--- src/rtl/yarp_execute_mc.sv ---
// YARP execute stage: registered single-cycle base ALU plus iterative RV32M multiply/divide.
// The M-extension datapath is only built when YARP_EXEC_MDU_EN is defined.

package yarp_pkg;
  localparam logic [3:0] OP_ADD  = 4'b0000;
  localparam logic [3:0] OP_SUB  = 4'b0001;
  localparam logic [3:0] OP_SLL  = 4'b0010;
  localparam logic [3:0] OP_SRL  = 4'b0011;
  localparam logic [3:0] OP_SRA  = 4'b0100;
  localparam logic [3:0] OP_OR   = 4'b0101;
  localparam logic [3:0] OP_AND  = 4'b0110;
  localparam logic [3:0] OP_XOR  = 4'b0111;
  localparam logic [3:0] OP_SLTU = 4'b1000;
  localparam logic [3:0] OP_SLT  = 4'b1001;

  localparam logic [2:0] MDU_MUL    = 3'd0;
  localparam logic [2:0] MDU_MULH   = 3'd1;
  localparam logic [2:0] MDU_MULHSU = 3'd2;
  localparam logic [2:0] MDU_MULHU  = 3'd3;
  localparam logic [2:0] MDU_DIV    = 3'd4;
  localparam logic [2:0] MDU_DIVU   = 3'd5;
  localparam logic [2:0] MDU_REM    = 3'd6;
  localparam logic [2:0] MDU_REMU   = 3'd7;
endpackage

module yarp_execute_mc
  import yarp_pkg::*;
#(
  parameter int unsigned XLEN = 32
) (
  input  logic            clk,
  input  logic            reset_n,
  input  logic            valid_i,
  output logic            ready_o,
  input  logic [XLEN-1:0] opr_a_i,
  input  logic [XLEN-1:0] opr_b_i,
  input  logic [3:0]      op_sel_i,
  input  logic            mdu_en_i,
  input  logic [2:0]      mdu_op_i,
  input  logic            flush_i,
  output logic            valid_o,
  input  logic            ready_i,
  output logic [XLEN-1:0] alu_res_o,
  output logic            illegal_o
);

  localparam int unsigned SHW = $clog2(XLEN);

`ifdef YARP_EXEC_MDU_EN
  localparam int unsigned CW = $clog2(XLEN) + 1;
  typedef enum logic [1:0] {IDLE = 2'd0, MUL = 2'd1, DIV = 2'd2, HOLD = 2'd3} state_e;
`else
  typedef enum logic [1:0] {IDLE = 2'd0, HOLD = 2'd3} state_e;
`endif

  state_e          state_q, state_d;
  logic            valid_q, illegal_q;
  logic [XLEN-1:0] res_q;
  logic            accept_c;

  // Base ALU
  logic [XLEN-1:0] alu_res_c;
  logic            alu_ill_c;
  logic [SHW-1:0]  shamt_c;

  always_comb begin
    alu_res_c = '0;
    alu_ill_c = 1'b0;
    shamt_c   = opr_b_i[SHW-1:0];
    case (op_sel_i)
      OP_ADD:  alu_res_c = opr_a_i + opr_b_i;
      OP_SUB:  alu_res_c = opr_a_i - opr_b_i;
      OP_SLL:  alu_res_c = opr_a_i << shamt_c;
      OP_SRL:  alu_res_c = opr_a_i >> shamt_c;
      OP_SRA:  alu_res_c = XLEN'($signed(opr_a_i) >>> shamt_c);
      OP_OR:   alu_res_c = opr_a_i | opr_b_i;
      OP_AND:  alu_res_c = opr_a_i & opr_b_i;
      OP_XOR:  alu_res_c = opr_a_i ^ opr_b_i;
      OP_SLTU: alu_res_c = XLEN'(opr_a_i < opr_b_i);
      OP_SLT:  alu_res_c = XLEN'($signed(opr_a_i) < $signed(opr_b_i));
      default: alu_ill_c = 1'b1;
    endcase
  end

`ifdef YARP_EXEC_MDU_EN
  logic [CW-1:0]     cnt_q;
  logic [2*XLEN-1:0] acc_q, acc_step_c, prod_c;
  logic [XLEN-1:0]   opb_q;
  logic [2:0]        op_q;
  logic              neg_res_q, neg_rem_q;

  logic              sgn_a_c, sgn_b_c, div_zero_c, div_ovf_c, mdu_special_c;
  logic [XLEN-1:0]   mag_a_c, mag_b_c, special_res_c;
  logic [XLEN:0]     mul_sum_c, div_shift_c, div_next_c;
  logic              div_ge_c;
  logic [XLEN-1:0]   quo_c, rem_c, mdu_res_c;

  // Operand signs/magnitudes and the single-cycle divide corner cases
  always_comb begin
    sgn_a_c    = (mdu_op_i inside {MDU_MUL, MDU_MULH, MDU_MULHSU, MDU_DIV, MDU_REM}) && opr_a_i[XLEN-1];
    sgn_b_c    = (mdu_op_i inside {MDU_MUL, MDU_MULH, MDU_DIV, MDU_REM}) && opr_b_i[XLEN-1];
    mag_a_c    = sgn_a_c ? -opr_a_i : opr_a_i;
    mag_b_c    = sgn_b_c ? -opr_b_i : opr_b_i;
    div_zero_c = mdu_op_i[2] && (opr_b_i == '0);
    div_ovf_c  = (mdu_op_i == MDU_DIV || mdu_op_i == MDU_REM) &&
                 (opr_a_i == {1'b1, {(XLEN-1){1'b0}}}) && (opr_b_i == '1);
    mdu_special_c = div_zero_c || div_ovf_c;
    if (div_zero_c) special_res_c = mdu_op_i[1] ? opr_a_i : '1;
    else            special_res_c = mdu_op_i[1] ? '0 : opr_a_i;
  end

  // One shift-add or restoring-subtract step, plus the final sign fix-up
  always_comb begin
    mul_sum_c   = {1'b0, acc_q[2*XLEN-1:XLEN]} + (acc_q[0] ? {1'b0, opb_q} : '0);
    div_shift_c = {acc_q[2*XLEN-1:XLEN], acc_q[XLEN-1]};
    div_ge_c    = div_shift_c >= {1'b0, opb_q};
    div_next_c  = div_ge_c ? div_shift_c - {1'b0, opb_q} : div_shift_c;
    if (state_q == DIV) acc_step_c = {div_next_c[XLEN-1:0], acc_q[XLEN-2:0], div_ge_c};
    else                acc_step_c = {mul_sum_c, acc_q[XLEN-1:1]};
    prod_c = neg_res_q ? -acc_q : acc_q;
    quo_c  = neg_res_q ? -acc_q[XLEN-1:0] : acc_q[XLEN-1:0];
    rem_c  = neg_rem_q ? -acc_q[2*XLEN-1:XLEN] : acc_q[2*XLEN-1:XLEN];
    if (op_q[2])              mdu_res_c = op_q[1] ? rem_c : quo_c;
    else if (op_q == MDU_MUL) mdu_res_c = prod_c[XLEN-1:0];
    else                      mdu_res_c = prod_c[2*XLEN-1:XLEN];
  end
`else
  logic unused_mdu_op;
  assign unused_mdu_op = ^mdu_op_i;
`endif

  assign accept_c = valid_i && ready_o && !flush_i;

  always_ff @(posedge clk) begin
    if (!reset_n) state_q <= IDLE;
    else          state_q <= state_d;
  end

  always_comb begin
    state_d = state_q;
    case (state_q)
      IDLE: begin
        if (accept_c) begin
          state_d = ready_i ? IDLE : HOLD;
`ifdef YARP_EXEC_MDU_EN
          if (mdu_en_i && !mdu_special_c) state_d = mdu_op_i[2] ? DIV : MUL;
`endif
        end
      end
`ifdef YARP_EXEC_MDU_EN
      MUL, DIV: if (cnt_q == '0) state_d = ready_i ? IDLE : HOLD;
`endif
      HOLD:    if (ready_i) state_d = IDLE;
      default: state_d = IDLE;
    endcase
    if (flush_i) state_d = IDLE;
  end

  always_comb begin
    ready_o   = (state_q == IDLE) && !(valid_q && !ready_i);
    valid_o   = valid_q;
    alu_res_o = res_q;
    illegal_o = illegal_q;
  end

  // Result register and iterative datapath
  always_ff @(posedge clk) begin
    if (!reset_n) begin
      valid_q   <= 1'b0;
      res_q     <= '0;
      illegal_q <= 1'b0;
`ifdef YARP_EXEC_MDU_EN
      cnt_q     <= '0;
      acc_q     <= '0;
      opb_q     <= '0;
      op_q      <= '0;
      neg_res_q <= 1'b0;
      neg_rem_q <= 1'b0;
`endif
    end else if (flush_i) begin
      valid_q <= 1'b0;
`ifdef YARP_EXEC_MDU_EN
      cnt_q   <= '0;
`endif
    end else begin
      if (valid_q && ready_i) valid_q <= 1'b0;
      if (accept_c) begin
        valid_q   <= 1'b1;
        res_q     <= alu_res_c;
        illegal_q <= alu_ill_c;
        if (mdu_en_i) begin
`ifdef YARP_EXEC_MDU_EN
          illegal_q <= 1'b0;
          if (mdu_special_c) begin
            res_q <= special_res_c;
          end else begin
            valid_q   <= 1'b0;
            acc_q     <= {{XLEN{1'b0}}, mag_a_c};
            opb_q     <= mag_b_c;
            op_q      <= mdu_op_i;
            neg_res_q <= sgn_a_c ^ sgn_b_c;
            neg_rem_q <= sgn_a_c;
            cnt_q     <= CW'(XLEN);
          end
`else
          res_q     <= '0;
          illegal_q <= 1'b1;
`endif
        end
      end
`ifdef YARP_EXEC_MDU_EN
      if (state_q == MUL || state_q == DIV) begin
        if (cnt_q == '0) begin
          res_q     <= mdu_res_c;
          illegal_q <= 1'b0;
          valid_q   <= 1'b1;
        end else begin
          acc_q <= acc_step_c;
          cnt_q <= cnt_q - CW'(1);
        end
      end
`endif
    end
  end

endmodule

--- config.mk ---
export PLATFORM = sky130hd
export DESIGN_NAME = yarp_execute_mc
export DESIGN_NICKNAME = d
export VERILOG_FILES = /design/src/rtl/yarp_execute_mc.sv
export SDC_FILE = /design/constraint.sdc
export NUM_CORES = 1
export LEC_CHECK = 0
export ABC_AREA = 1
export ABC_CLOCK_PERIOD_IN_PS = 4700
export CAP_MARGIN = 5
export CORE_ASPECT_RATIO = 0.5
export CORE_MARGIN = 2
export CORE_UTILIZATION = 46
export DETAILED_ROUTE_END_ITERATION = 10
export PLACE_DENSITY = 0.66
export SYNTH_ARGS = -nofsm -noshare
export SYNTH_HDL_FRONTEND = slang
export SYNTH_SLANG_ARGS = --single-unit
--- constraint.sdc ---
create_clock -name clk -period 4.7 [get_ports clk]
set_input_delay 0.94 -clock clk [delete_from_list [all_inputs] [get_ports clk]]
set_output_delay 0.94 -clock clk [all_outputs]
set_load 0.02 [all_outputs]
==> reports/metrics.yaml <==
run_status: "complete, no violations"
worstHoldPathType: "flip-flop to flip-flop"
yosysSeqAreaShare_pct: 6.00
unrepaired_setup_endpoints_after_global_routing: "no"
timing.critical_path.required_ns: 4.84
placedCellCount: 2742
tightest_slew_ns: 0.985
drt_drc_violations_left: 0
grt-ovfl-total: 0
fp.coreArea_um2: 25100
synth_top_family_by_area: "simple AND/OR/NAND/NOR gates"
synth_area_per_cell_um2: 4.97
vias: 15986
insertedDiodeCount: 0
criticalPathCategory: "input pin to flip-flop"
crit_arrival_ns: 4.02
die_width_um: 229
power_report.internal_total_mw: 0.951
synth.top_cell.area_share_pct: 27.7
die-area_um2: 26800
timing.final.crit_period_ns: 3.88
hold_path_startpoint: "alu_res_o[25]"
pin_count_of_the_biggest_net_entering_global_routing: 70
reg2reg_setup_slack_ns: 2.70
cts_setup_buffers: 0
combinationalPowerShare_pct: 66.3
setup.worst_path.end_class: "flip-flop"
crit_fanout: 8
max-cap-violations: 0
num_rows: 41
setup_tns_ns: 0
met2_length_mm: 21.7
setup-violations-final: 0
post_synth_simple_gate_area_pct: 56.1
syn_nets: 2529
maxSlewHeadroom_pct: 33.9
slew_viol_final: 0
port_buffers: 108
worst_path_largest_cell_delay_ns: 0.68
topRoutingLayerUsed: "met4"
die-height_um: 117
globalRouteTotalUtil_pct: 42.3
max-clock-path-buffers: 2
via_count_of_the_first_global_routing_pass: 13684
r2r_start: "valid_o"
post-place-ws_ns: 0.725
area_growth_syn_to_layout_pct: 12.6
pin_count: 112
power.sequential.fraction_pct: 14.6
leakagePower_nw: 7.10
drt_iter0_drc: 2512
path_common_cell: "sky130_fd_sc_hd__nand2_1"
async_reset_ff_share_pct: 0
vias_per_cell: 5.81
clock_skew_after_layout_ns: 0.00285
dp_hpwl_mm: 48.1
vdd_drop_max_mv: 0.135
post_synth_xor_area_fraction_pct: 0.0750
worstRegToRegCells: 7
synth.top_cells.by_area: "sky130_fd_sc_hd__nand2_1 (28%), sky130_fd_sc_hd__nand3_1 (18%), sky130_fd_sc_hd__ha_1 (11%)"
hold_path_depth: 2
muxShareOfSynthArea_pct: 0
swShare_pct: 54.3
clock_sink_count: 35
mappedNetlistArea_um2: 11700
setup_crit_start_kind: "input pin"
detailroute.wirelength.met3_mm: 9.22
r2r-end: "alu_res_o[16]"
synth_compound_gate_area_share_pct: 11.3
synth.largest_area_cell: "sky130_fd_sc_hd__nand2_1"
syn_inst: 2350
htree_levels: 2
drive_gt1_share_pct: 3.95
cts_resized: 0
final_nets: 2584
postSynthRegisterBits: 35
setup_slack_ns: 0.823
synth_edf_count: 0
initial_antenna_violation_count: 0
cts_hold_buffers: 0
clock.fmax_ghz: 0.258
slowest_stage: "sky130_fd_sc_hd__clkdlybuf4s50_1"
synthAdderAreaFrac_pct: 11.1
cts-root-buf: "sky130_fd_sc_hd__clkbuf_16"
critical-path-top-delay-family: "simple AND/OR/NAND/NOR gates"
synth_commonest_cells: "sky130_fd_sc_hd__nand2_1 (861), sky130_fd_sc_hd__nand3_1 (425), sky130_fd_sc_hd__inv_1 (318)"
drtPass1Iterations: 8
finalHoldViolations: 0
tritoncts: "done"
clockPowerShare_pct: 19.1
timing.critical_path.cells: "clkdlybuf4s50_1 > inv_1 > ha_1 > nand2_1 > nor2_1 > inv_1 > nor2_1 > nand4_1 > nand3_1 > nand2_1 > nand3_1 > nand2_1 > inv_1 > nand2_1 > nand2_1 > a21oi_1"
post-route-period-util_pct: 82.5
pwr_density_cell_nw_per_um2: 158
drt-total-wl_mm: 58.3
inserted_clock_buffers: 5
clk-insertion-delay-late_ns: 0.29
drt-met1-wl_mm: 26.3
post-synth-top-count-cell: "sky130_fd_sc_hd__nand2_1"
antenna_violating_nets_post_route: 0
worstHoldEndpoint: "alu_res_o[25]"
synth.lib_cells_used.distinct: 41
grt_pass1_wl_mm: 83.8
p_sw_mw: 1.13
gp_congestion: 1.06
synth-main-ff-cell: "sky130_fd_sc_hd__dfxtp_1"
yosys_warnings: 0
final_cell_count_no_fill: 2750
start_util_pct: 46.6
clk_pin_slew_worst_paths_ns: 0.06
wl_per_cell_um: 21.2
cp.depth: 16
cp_num_buf_inv: 4
registers in the layout, summed over array words and instances (netlist names):
name,flops
state_q,1
alu_res_o,32
illegal_o,1
valid_o,1
cells by family (layout without fill, tap and decap cells):
logic type	count (synthesis)	count (layout)
fa+ha+maj	102	102
xor+xnor	1	1
flops	35	35
buf+inv	441	497
compound gates	238	238
simple gates	1533	1533
worst register-to-register path, stage by stage, from the launching register on:
cell	delay (ns)
sky130_fd_sc_hd__dfxtp_1	0.32
sky130_fd_sc_hd__a21oi_1	0.20
sky130_fd_sc_hd__nand3b_1	0.09
sky130_fd_sc_hd__buf_4	0.26
sky130_fd_sc_hd__nor3_4	0.31
sky130_fd_sc_hd__buf_4	0.32
sky130_fd_sc_hd__o21ai_0	0.24
sky130_fd_sc_hd__a21oi_1	0.17
per-stage QoR:
step                      power (mW)  util (%)  hold slack [ns]  area [µm²]
after CTS                       2.02      52.4            0.464       13200
final                           2.08      52.4            0.461       13200
after floorplan                 1.14         -            0.484       11700
after global routing            2.20      52.4            0.479       13200
after global placement          1.62      51.8            0.451       13000
after detailed placement        1.62      51.8            0.453       13000
power by group through the flow:
| stage | Clock (mW) | Sequential [mW] | Combinational [mW] |
|---|---|---|---|
| 4_1_cts | 0.399 | 0.304 | 1.31 |
| 5_1_grt | 0.412 | 0.305 | 1.48 |
| 3_5_place_dp | 0 | 0.311 | 1.31 |
| 3_3_place_gp | 0 | 0.311 | 1.30 |
| 2_1_floorplan | 0 | 0.317 | 0.821 |
| 6_report | 0.397 | 0.304 | 1.38 |
area by class of cell:
type,count,area (µm²)
Clock buffer,5,125
Clock inverter,3,43.8
Fill cell,2888,11900
Inverter,337,1270
Multi-Input combinational cell,1874,9180
Sequential cell,35,701
Tap cell,344,430
Timing Repair Buffer,152,1410
worst max path at each step:
stage | start | endpoint
5_1_grt | opr_a_i[14] | alu_res_o[17]
3_5_place_dp | opr_a_i[14] | alu_res_o[17]
3_3_place_gp | opr_a_i[14] | alu_res_o[17]
6_report | opr_a_i[13] | alu_res_o[17]
2_1_floorplan | opr_b_i[4] | alu_res_o[0]
4_1_cts | opr_a_i[14] | alu_res_o[17]
layer usage:
layer | vias to the layer above | global-route usage, %
li1 | 7624 | -
met1 | 7355 | 63.1
met2 | 921 | 58.2
met3 | 86 | 13.8
met4 | 0 | 7.36
met5 | - | 0
layout by cell type, fill, tap and decap left out, types with 2 or more instances in the layout:
cell,Yosys,final
sky130_fd_sc_hd__nand2_1,861,861
sky130_fd_sc_hd__nand3_1,425,425
sky130_fd_sc_hd__inv_1,318,318
sky130_fd_sc_hd__nor2_1,149,149
sky130_fd_sc_hd__a21oi_1,113,113
sky130_fd_sc_hd__clkdlybuf4s50_1,0,105
sky130_fd_sc_hd__ha_1,100,100
sky130_fd_sc_hd__o21ai_0,51,51
sky130_fd_sc_hd__buf_4,6,43
sky130_fd_sc_hd__dfxtp_1,35,35
sky130_fd_sc_hd__nand4_1,34,34
sky130_fd_sc_hd__o22ai_1,25,25
sky130_fd_sc_hd__nor3_1,20,20
sky130_fd_sc_hd__inv_2,16,16
sky130_fd_sc_hd__and2_1,16,16
sky130_fd_sc_hd__o211ai_1,13,13
sky130_fd_sc_hd__o21ai_1,10,10
sky130_fd_sc_hd__o21bai_1,8,8
sky130_fd_sc_hd__nor2_2,7,7
sky130_fd_sc_hd__nor2_4,6,6
sky130_fd_sc_hd__a31oi_1,6,6
sky130_fd_sc_hd__clkbuf_16,0,5
sky130_fd_sc_hd__nand2_2,4,4
sky130_fd_sc_hd__nand3b_1,4,4
sky130_fd_sc_hd__a211oi_1,4,4
sky130_fd_sc_hd__o221ai_1,3,3
sky130_fd_sc_hd__buf_2,63,3
sky130_fd_sc_hd__clkinv_1,2,2
sky130_fd_sc_hd__nor4_1,2,2
sky130_fd_sc_hd__or2_2,2,2
sky130_fd_sc_hd__o21ai_2,2,2
sky130_fd_sc_hd__fa_1,2,2
(Power assumes the default switching activity.)
